<file path="config.mk">
export PLATFORM = sky130hd
export DESIGN_NAME = vector_add_seq
export DESIGN_NICKNAME = d
export VERILOG_FILES = /design/src/rtl/fixed_pkg.sv /design/src/rtl/fixed_add_sat_comb.sv /design/src/rtl/vector_add_seq.sv
export SDC_FILE = /design/constraint.sdc
export NUM_CORES = 1
export LEC_CHECK = 0
export CORE_ASPECT_RATIO = 1.5
export CORE_MARGIN = 3
export CORE_UTILIZATION = 52
export CTS_BUF_LIST = sky130_fd_sc_hd__clkbuf_4 sky130_fd_sc_hd__clkbuf_8
export DETAILED_ROUTE_END_ITERATION = 8
export PLACE_DENSITY = 0.78
export SLEW_MARGIN = 20
export SYNTH_ARGS = -nofsm -noshare
export SYNTH_HDL_FRONTEND = slang
export SYNTH_SLANG_ARGS = --single-unit
</file>
<file path="constraint.sdc">
create_clock -name clk -period 5.67 [get_ports clk]
set_clock_uncertainty 0.1 [all_clocks]
set_input_delay 0.567 -clock clk [delete_from_list [all_inputs] [get_ports clk]]
set_output_delay 0.567 -clock clk [all_outputs]
set_load 0.01 [all_outputs]
</file>
<file path="src/rtl/fixed_pkg.sv">
// Shared fixed-point definitions for the vector datapath (Q16.16 lanes packed
// three to a vector) and the lane sequencer states of the serial vector blocks.
package fixed_pkg;

  localparam int FIXED_W   = 32;
  localparam int FRAC_BITS = 16;

  localparam logic [FIXED_W-1:0] FIXED_MAX = 32'h7FFF_FFFF;
  localparam logic [FIXED_W-1:0] FIXED_MIN = 32'h8000_0000;

  localparam int VEC_LANES = 3;
  localparam int VEC_W     = FIXED_W * VEC_LANES;

  // One state per lane: the shared adder serves lane k while in LANEk.
  typedef enum logic [1:0] {
    IDLE  = 2'd0,
    LANE0 = 2'd1,
    LANE1 = 2'd2,
    LANE2 = 2'd3
  } vec_state_e;

endpackage

</file>
<file path="src/rtl/fixed_add_sat_comb.sv">
// Combinational two's-complement adder with overflow flag and optional
// clamp-to-range; shared by the serial vector blocks.
module fixed_add_sat_comb
  import fixed_pkg::*;
#(
  parameter int WIDTH    = FIXED_W,
  parameter bit SATURATE = 1'b1
) (
  input  logic [WIDTH-1:0] a_i,
  input  logic [WIDTH-1:0] b_i,
  output logic [WIDTH-1:0] sum_o,
  output logic             ovf_o
);

  logic [WIDTH:0]   sum_ext;
  logic [WIDTH-1:0] sat_val;

  assign sum_ext = {a_i[WIDTH-1], a_i} + {b_i[WIDTH-1], b_i};

  // The extra bit holds the true sign; disagreement with bit WIDTH-1 means the
  // result no longer fits, which only happens when the operand signs match.
  assign ovf_o = sum_ext[WIDTH] ^ sum_ext[WIDTH-1];

  assign sat_val = sum_ext[WIDTH] ? {1'b1, {(WIDTH-1){1'b0}}}
                                  : {1'b0, {(WIDTH-1){1'b1}}};

  assign sum_o = (SATURATE && ovf_o) ? sat_val : sum_ext[WIDTH-1:0];

endmodule

</file>
<file path="src/rtl/vector_add_seq.sv">
// Component-serial vector adder r = v1 + v2: one shared adder walks x, y, z on
// consecutive cycles, with a busy/accept handshake and a one-cycle output_valid.
module vector_add_seq
  import fixed_pkg::*;
#(
  parameter int WIDTH    = FIXED_W,
  parameter int LANES    = VEC_LANES,
  parameter bit SATURATE = 1'b1
) (
  input  logic                   clk,
  input  logic                   rst,
  input  logic                   new_data,
  output logic                   busy,
  output logic                   output_valid,
  input  logic [WIDTH*LANES-1:0] v1,
  input  logic [WIDTH*LANES-1:0] v2,
  output logic [WIDTH*LANES-1:0] r,
  output logic [LANES-1:0]       overflow
);

  vec_state_e             state_q;
  logic [WIDTH*LANES-1:0] v1_q;
  logic [WIDTH*LANES-1:0] v2_q;
  logic [WIDTH*LANES-1:0] r_q;
  logic [LANES-1:0]       overflow_q;
  logic                   output_valid_q;

  logic [WIDTH-1:0]       op_a;
  logic [WIDTH-1:0]       op_b;
  logic [WIDTH-1:0]       add_sum;
  logic                   add_ovf;

  // NOTE: every signal assigned in always_comb gets a default first, so no
  // path leaves it unassigned and no latch is inferred.
  always_comb begin
    op_a = '0;
    op_b = '0;
    case (state_q)
      LANE0: begin
        op_a = v1_q[0*WIDTH +: WIDTH];
        op_b = v2_q[0*WIDTH +: WIDTH];
      end
      LANE1: begin
        op_a = v1_q[1*WIDTH +: WIDTH];
        op_b = v2_q[1*WIDTH +: WIDTH];
      end
      LANE2: begin
        op_a = v1_q[2*WIDTH +: WIDTH];
        op_b = v2_q[2*WIDTH +: WIDTH];
      end
      default: ;
    endcase
  end

  fixed_add_sat_comb #(
    .WIDTH    (WIDTH),
    .SATURATE (SATURATE)
  ) u_add (
    .a_i   (op_a),
    .b_i   (op_b),
    .sum_o (add_sum),
    .ovf_o (add_ovf)
  );

  // NOTE: sequential state uses non-blocking assignments so every register
  // samples pre-edge values regardless of statement order.
  // NOTE: the operand registers are reset too, so a stale vector can never
  // leak into a result after an aborted operation.
  always_ff @(posedge clk or negedge rst) begin
    if (!rst) begin
      state_q        <= IDLE;
      v1_q           <= '0;
      v2_q           <= '0;
      r_q            <= '0;
      overflow_q     <= '0;
      output_valid_q <= 1'b0;
    end else begin
      output_valid_q <= 1'b0;
      case (state_q)
        IDLE: begin
          if (new_data) begin
            v1_q    <= v1;
            v2_q    <= v2;
            state_q <= LANE0;
          end
        end
        LANE0: begin
          r_q[0*WIDTH +: WIDTH] <= add_sum;
          overflow_q[0]         <= add_ovf;
          state_q               <= LANE1;
        end
        LANE1: begin
          r_q[1*WIDTH +: WIDTH] <= add_sum;
          overflow_q[1]         <= add_ovf;
          state_q               <= LANE2;
        end
        LANE2: begin
          r_q[2*WIDTH +: WIDTH] <= add_sum;
          overflow_q[2]         <= add_ovf;
          output_valid_q        <= 1'b1;
          state_q               <= IDLE;
        end
        default: state_q <= IDLE;
      endcase
    end
  end

  assign busy         = (state_q != IDLE);
  assign output_valid = output_valid_q;
  assign r            = r_q;
  assign overflow     = overflow_q;

endmodule

</file>
# --- Yosys cells after proc, flatten, opt, wreduce, memory -nomap -nowiden ---
# Index checks and enable logic that the tools add are counted.
word_totals:
  ff_bits: 294
  latch_bits: 0
  ramBits: 0
  rom_bits: 0
  wordCells: 26
  mem_count: 0
classes:
  n_addsub: 1
  mul: 0
  div_mod_pow: 0
  n_lt_le_gt_ge: 0
  n_eq_ne: 4
  shifts: 0
  muxes: 7
  n_bitwise: 1
  reduce_logical: 3
op_table:
  columns: ["op", "count"]
  rows:
  - ["$pmux W32 S3", 2]
  - ["$mux W32", 2]
  - ["$add A32 B32 Y33", 1]
  - ["$pmux W2 S4", 1]
  - ["$eq A2 B2 Y1 const B", 2]
  - ["$eq A2 B1 Y1 const B", 1]
  - ["$logic_not A2 Y1", 1]
  - ["$mux W2", 1]
  - ["$ne A2 B2 Y1 const B", 1]
  - ["$reduce_and A2 Y1", 1]
  - ["$reduce_bool A2 Y1", 1]
  - ["$mux W1", 1]
  - ["$xor A1 B1 Y1", 1]

# --- Depth between registers and ports, before layout ---
# Gate-level depths: netlist of run 1.
depth:
  depth_word: 5
  depth_mapped: 20
  mapped_depth_nobuf: 15

# --- Cells and area by module ---
# Synthesis of run 1 repeated with hierarchy kept, for this count alone.
unflattened:
  cells_unflattened: 1083
  hier_area_um2: 14133.6
by_module_without_submodules:
  columns: ["mod", "n_inst", "cells_each", "area_per_inst_um2", "seq_area_each_um2"]
  rows:
  - ["vector_add_seq", 1, 788, 12062.8, 7357.1]
  - ["fixed_add_sat_comb", 1, 295, 2070.7, 0.0]

# --- Worst setup path before layout of run 1 ---
# OpenSTA, ideal clock, no wires.
synth_timing:
  path_kind: "register to register"
  from: "reg state_q[0]"
  to: "reg r_q[17] (netlist: r[17])"
  arrival_time_ns: 4.077
  required_time_ns: 5.435
  setup_slack_ns: 1.358
  stages_incl_launch_ff: 20
  period_less_slack_ns: 4.312
  path_cell_list: "dfrtp_1 -> inv_1 -> ha_1 -> clkbuf_1 -> a222oi_1 -> nor2_1 -> ha_1 -> fa_1 -> a211oi_2 -> o211ai_1 -> and4_4 -> or3_4 -> a41o_1 -> and2_1 -> buf_2 -> mux2i_4 -> and2_1 -> buf_6 -> buf_6 -> a21oi_1"
synth_between:
  elab_chain_cells: 5
  word_cells_on_any_way: 9
  cone_classes: "add/sub: 1; eq/ne: 3; mux: 4; bitwise: 1"
synth_rtl:
  columns: ["element", "line", "rtl"]
  rows:
  - ["start, declared", "vector_add_seq.sv:21", "vec_state_e state_q;"]
  - ["start signal, assigned", "vector_add_seq.sv:71", "state_q <= IDLE;"]
  - ["start signal, assigned", "vector_add_seq.sv:84", "state_q <= LANE0;"]
  - ["start signal, assigned", "vector_add_seq.sv:90", "state_q <= LANE1;"]
  - ["$eq A2 B2 Y1 or $eq A2 B1 Y1 (tied branches)", "vector_add_seq.sv:38, vector_add_seq.sv:79", null]
  - ["$pmux W32 S3", "vector_add_seq.sv:38", "case (state_q)"]
  - ["$add A32 B32 Y33", "fixed_add_sat_comb.sv:18", "assign sum_ext = {a_i[WIDTH-1], a_i} + {b_i[WIDTH-1], b_i};"]
  - ["$mux W32 or $xor A1 B1 Y1 (tied branches)", "fixed_add_sat_comb.sv:24, fixed_add_sat_comb.sv:22", null]
  - ["$mux W32", "fixed_add_sat_comb.sv:27", "assign sum_o = (SATURATE && ovf_o) ? sat_val : sum_ext[WIDTH-1:0];"]
  - ["end signal, assigned by index", "vector_add_seq.sv:88", "r_q[0*WIDTH +: WIDTH] <= add_sum;"]
  - ["end signal, assigned by index", "vector_add_seq.sv:93", "r_q[1*WIDTH +: WIDTH] <= add_sum;"]
  - ["end signal, assigned by index", "vector_add_seq.sv:98", "r_q[2*WIDTH +: WIDTH] <= add_sum;"]
  - ["end, declared", "vector_add_seq.sv:24", "logic [WIDTH*LANES-1:0] r_q;"]
# Several ways; a longest one is shown, not always the timed one.
# A chain may end at the register's enable or synchronous reset.

# --- Final worst setup path of run 1 ---
layout_timing:
  from: "reg state_q[1]"
  to: "reg r_q[81] (netlist: r[81])"
layout_between:
  elab_chain_cells: 5
  word_cells_on_any_way: 9
  cone_classes: "add/sub: 1; eq/ne: 3; mux: 4; bitwise: 1"
layout_rtl:
  columns: ["element", "line"]
  rows:
  - ["$eq A2 B2 Y1, or another cell as far along", "vector_add_seq.sv:38, vector_add_seq.sv:79"]
  - ["$pmux W32 S3", "vector_add_seq.sv:38"]
  - ["$add A32 B32 Y33", "fixed_add_sat_comb.sv:18"]
  - ["$mux W32 or $xor A1 B1 Y1 (tied branches)", "fixed_add_sat_comb.sv:24, fixed_add_sat_comb.sv:22"]
  - ["$mux W32", "fixed_add_sat_comb.sv:27"]
# Several ways; a longest one is shown, not always the timed one.

==> results of run 1 <==
sequential cells by signal, summed over array words and instances (netlist names):
| signal | count |
|---|---|
| output_valid | 1 |
| state_q | 2 |
| overflow | 3 |
| v1_q | 96 |
| v2_q | 96 |
| r | 96 |
final cells by class:
| class | count | area share [%] |
|---|---|---|
| sequential | 294 | 40.8 |
| clock inverter | 6 | 0.479 |
| multi-input combinational | 794 | 33.9 |
| tap | 333 | 2.31 |
| clock buffer | 71 | 4.76 |
| inverter | 12 | 0.250 |
| timing repair buffer | 314 | 17.5 |
| antenna | 4 | 0.0555 |
worst max-delay path, delay by kind of cell, from the launching register on:
kind,cells,cell delay (ns)
compound gates,8,2.98
fa+ha+maj,2,0.75
buf+inv,1,0.29
flops,1,0.46
simple gates,3,0.51
synth_stat cells, drive strengths merged (4+ instances only):
cell     count  area, um^2
a31oi        5        31.3
ha          37         463
a222oi      64         641
o22a        19         166
and3         4        25.0
a2111oi      4        37.5
o211ai       8        60.1
xnor2       15         131
nor2b        4        25.0
dfrtp      294        7360
nand2       45         169
a21boi       4        30.0
nand3       13        65.1
mux2       208        2340
a21oi      107         551
nor3         8        40.0
nand4        5        31.3
xor2        11        96.3
o21ai       24         120
clkbuf      63         236
nor2       154         581
a21o         6        45.0
and2        10        62.6
o21a         6        45.0
buf         11        91.3
inv         11        41.3
a211oi       9        72.6
routing by layer:
layer | share of wire (%) | up-vias
met2 | 51 | 424
met4 | 4.3 | 0
met5 | 0 | -
met1 | 39 | 5366
li1 | - | 4915
met3 | 5.7 | 86
stage by stage:
stage                     cell area, um^2  setup slack, ns
after floorplan                     13800             1.36
final                               18000            0.456
after global placement              17100            0.692
after detailed placement            17100            0.562
after global routing                18000           0.0517
after CTS                           18000            0.544
cells by family (layout without fill, tap and decap cells):
logic type | after synthesis | count (layout) | synth area share, %
flops | 294 | 294 | 53.4
compound gates | 265 | 265 | 13.6
xor+xnor | 26 | 26 | 1.65
mux | 210 | 210 | 17.2
other cells | 0 | 4 | 0
buf+inv | 86 | 403 | 2.70
simple gates | 255 | 255 | 7.93
fa+ha+maj | 38 | 38 | 3.50
power by group:
group          internal [uW]  leakage (uW)  switching (uW)
clock network           1050      0.000502             788
registers               3230       0.00344             644
logic                   3350       0.00372            4090
how the worst max path moves through the flow:
stage	cells past startpoint	startpoint	endpoint	slack (ns)
after global placement	14	state_q[0]	r[12]	0.69
after global routing	14	state_q[1]	r[17]	0.05
after detailed placement	14	state_q[1]	r[44]	0.56
after CTS	14	state_q[1]	r[44]	0.54
after floorplan	19	state_q[0]	r[17]	1.36
final	14	state_q[1]	r[81]	0.46
repair_timing:
| action | CTS | global route |
|---|---|---|
| hold buffers | 1 | 0 |
| setup endpoints to repair | 0 | 0 |
| setup buffers | 0 | 0 |
| endpoints found under the hold margin | 59 | 0 |
==> metrics.csv, run 1 <==
metric;value;unit
outcome;completed;
routabilityCongestion;0.884;
min_path_type;reg -> reg;
cts_max_level;2;
slew_headroom;38.4;%
power_density;729;nW/um^2
dp.cells;1746;
multiInputGateArea;6110;um^2
finalSetupViolCount;0;
p_total;13100;uW
synth_edf_count;0;
fill_cells;1946;
report.final.slew_viol_count;0;
area_growth;30.8;%
synth_seq_area_share;53.4;%
clk_latency;0.55;ns
required;6.05;ns
ys_types;55;
post-route-period-util;92.0;%
drv_cap;0;
cts_inserted_buffers;43;
nets;1692;
dp_hpwl;27600;um
grt_max_degree;165;
die_area;28500;um^2
worstHoldEndpoint;v1_q[53];
grt_use_met2;45.3;%
async_reset_ff_share;100;%
max_slew.worst_pin.slew;0.924;ns
stdcell_count;1828;
post_cts_resized;0;
io_pins;296;
p_leak;0.00767;uW
coreArea;25900;um^2
cp_max_fo;45;
grt_pass1_vias;11081;
setup_tns;0;ns
vias;10791;
rsz0062_at_grt;false;
min_from;v1_q[53];
max_freq;0.192;GHz
r2r_slack;0.46;ns
synthCells;1174;
grt.met3_usage;4.21;%
clock-root-buffer;clkbuf_8;
die_w;139;um
port_buffers;295;
overflow;0;
start_util;53.1;%
critical_path.cell_chain;ha_4 > buf_4 > a222oi_1 > nor2_1 > ha_1 > a211oi_1 > nor2_1 > a2111oi_1 > o311ai_0 > a41o_1 > and2_1 > a21oi_4 > o21ai_0 > a21oi_1;
cts.sinks;294;
path_class;reg -> reg;
crit_slowest_cell;a222oi_1;
avgSynthCellArea;11.7;um^2
busiest_layer;met2;
synth_flop_cell;dfrtp_1;
viasPerCell;5.90;
cpPeakStageDelay;0.70;ns
whs;0.408;ns
cp_common_cell;nor2_1;
first_pass_iters;8;
drtIter0Drc;1022;
critPathLaunchType;flip-flop;
r2r_start;state_q[1];
yosys_warnings;0;
final_cell_mix;clkdlybuf4s50_1, dfrtp_1, mux2_2;
wl_per_cell;20.8;um
final_util;69.5;%
num_rows;72;
tritoncts;built;
period_needed;5.21;ns
clockBufferDepth;3;
synth_nets;1407;
reg2reg_depth;14;
endpoint_kind;flip-flop;
crit_arrival;5.59;ns
syn_area;13800;um^2
ys_ff_latch;294;
grt_usage;26.2;%
r2r_end;r[81];
hold_violations;0;
drc;0;
clk_pin_slew;0.07;ns
ff_latch_area;7360;um^2
whs_path_depth;1;
die_h;205;um
drive_gt1_share;21.3;%
grt_pass1_wl;59600;um
ir_worst_vdd;0.000418;V
grt_use_met1;32.7;%
antenna_found_initial;4;
drtAntennaViolNets;0;
routed_wl;38000;um
Note: power is estimated with default switching activity, not from simulation.
==> run 2, diff against run 1 <==
--- a/config.mk
+++ b/config.mk
@@ -10,8 +10,8 @@
 export CORE_UTILIZATION = 52
 export CTS_BUF_LIST = sky130_fd_sc_hd__clkbuf_4 sky130_fd_sc_hd__clkbuf_8
 export DETAILED_ROUTE_END_ITERATION = 8
-export PLACE_DENSITY = 0.78
-export SLEW_MARGIN = 20
+export DONT_BUFFER_PORTS = 1
+export PLACE_DENSITY = 0.64
 export SYNTH_ARGS = -nofsm -noshare
 export SYNTH_HDL_FRONTEND = slang
 export SYNTH_SLANG_ARGS = --single-unit
==> run 2 against run 1 <==
Effect of this change:
- the run now ends with hold timing left
- global-route usage fell by 1.9 points
- first-iteration DRC count down 41%
- worst setup slack lost 0.070 ns
- register-to-register slack worse by 0.07 ns
- clock power fell by 3%
- flip-flop and latch count did not move
- critical path depth rose by 1
- critical endpoint unchanged
==> metrics.csv, run 2 (same netlist as run 1, synthesis figures left out) <==
metric;value;unit
cp_common_cell;nor2_1;
dp_hpwl;25500;um
grt_usage;24.3;%
min_path_type;in -> async;
critical_path.cell_chain;inv_1 > ha_4 > buf_4 > a222oi_1 > nor2_1 > ha_1 > a211oi_1 > nor2_1 > a2111oi_1 > o311ai_0 > a41o_1 > and2_1 > a21oi_4 > o21ai_0 > a21oi_1;
top_layer;met5;
viasPerCell;6.21;
final_cell_mix;dfrtp_1, mux2_2, nor2_1;
wl_met3;2740;um
p_leak;0.00648;uW
period_needed;5.28;ns
endpoint_kind;flip-flop;
wl_met1;13800;um
cp_max_fo;42;
final_common_cell;dfrtp_1;
cp.depth;15;
hold_violations;294;
clockBufferDepth;3;
grt_max_degree;295;
io_pins;296;
cts_max_level;2;
clock-root-buffer;clkbuf_8;
p_total;12200;uW
critPathTopFamily;compound AO/OA/AOI/OAI gates;
die_h;205;um
nets;1397;
reg2reg_depth;15;
setup_tns;0;ns
p_int;6850;uW
slew_headroom;27.1;%
cts.sinks;294;
cts_inserted_buffers;44;
max_slew.worst_pin.slew;1.09;ns
first_pass_iters;8;
path_class;reg -> reg;
swShare;44.1;%
clk_pin_slew;0.07;ns
crit_arrival;5.66;ns
p_clk_share;14.6;%
post-route-period-util;93.2;%
clk_latency;0.56;ns
combPwrFrac;52.0;%
die_area;28500;um^2
num_rows;72;
grt_pass1_vias;9835;
outcome;finished, violations left;
start_util;53.1;%
drtAntennaViolNets;0;
power_density;816;nW/um^2
required;6.04;ns
route.met2.wl;18300;um
routed_wl;35600;um
drv_cap;0;
violations;hold timing;
p_sw;5400;uW
vias;9515;
post-cts-setup-buffer-count;0;
die_w;139;um
pwr-share-seq;33.4;%
area_growth;8.91;%
whs;-0.398;ns
drive_gt1_share;26.5;%
coreArea;25900;um^2
stdcell_count;1533;
max_freq;0.189;GHz
critPathLaunchType;flip-flop;
drtIter0Drc;606;
antenna_found_initial;8;
tritoncts;built;
dp.cells;1451;
wl_per_cell;23.2;um
report.final.slew_viol_count;0;
ir_worst_vdd;0.000310;V
cpPeakStageDelay;0.53;ns
routabilityCongestion;0.852;
port_buffers;0;
grt_pass1_wl;55300;um
post_cts_resized;0;
finalSetupViolCount;0;
drc;0;
rsz0062_at_grt;false;
critPathBufInv;2;
overflow;0;
crit_slowest_cell;a2111oi_1;
run 2: layout make-up:
class,count,area [um^2]
Tap cell,333,417
Inverter,12,45.0
Multi-Input combinational cell,794,6110
Fill cell,2225,10900
Clock buffer,68,848
Timing Repair Buffer,18,148
Sequential cell,294,7360
Clock inverter,9,78.8
Antenna cell,5,12.5
run 2: power groups by stage:
stage / Sequential (uW) / Combinational, uW / Clock (uW)
2_1_floorplan: 3850 / 4800 / 0
3_3_place_gp: 4090 / 6250 / 0
3_5_place_dp: 4130 / 6370 / 0
4_1_cts: 4090 / 6400 / 1830
5_1_grt: 4210 / 7040 / 1920
6_report: 4090 / 6370 / 1790
run 2: final timing paths:
path,from,to,slack [ns]
setup / recovery,state_q[1],r[81],0.39
hold / removal,rst,v1_q[26],-0.40
setup reg to reg,state_q[1],r[81],0.39
hold reg to reg,v1_q[41],v1_q[41],0.41
max in group asynchronous,rst,v2_q[37],5.44
min in group clk,v1[40],v1_q[40],0.05
run 2: metal layers:
| metal | vias up | track usage (%) |
|---|---|---|
| li1 | 4306 | - |
| met3 | 56 | 7.18 |
| met1 | 4844 | 29.9 |
| met4 | 6 | 7.45 |
| met2 | 303 | 41.6 |
| met5 | - | 0 |
run 2: per-stage QoR:
stage / utilization (%) / worst slack, ns / instance area [um^2]
global placement: 54.2 / 0.615 / 14100
CTS: 57.8 / 0.485 / 15000
floorplan: - / 1.36 / 13800
detailed placement: 54.2 / 0.558 / 14100
global route: 57.9 / 0.0596 / 15000
finish: 57.9 / 0.385 / 15000
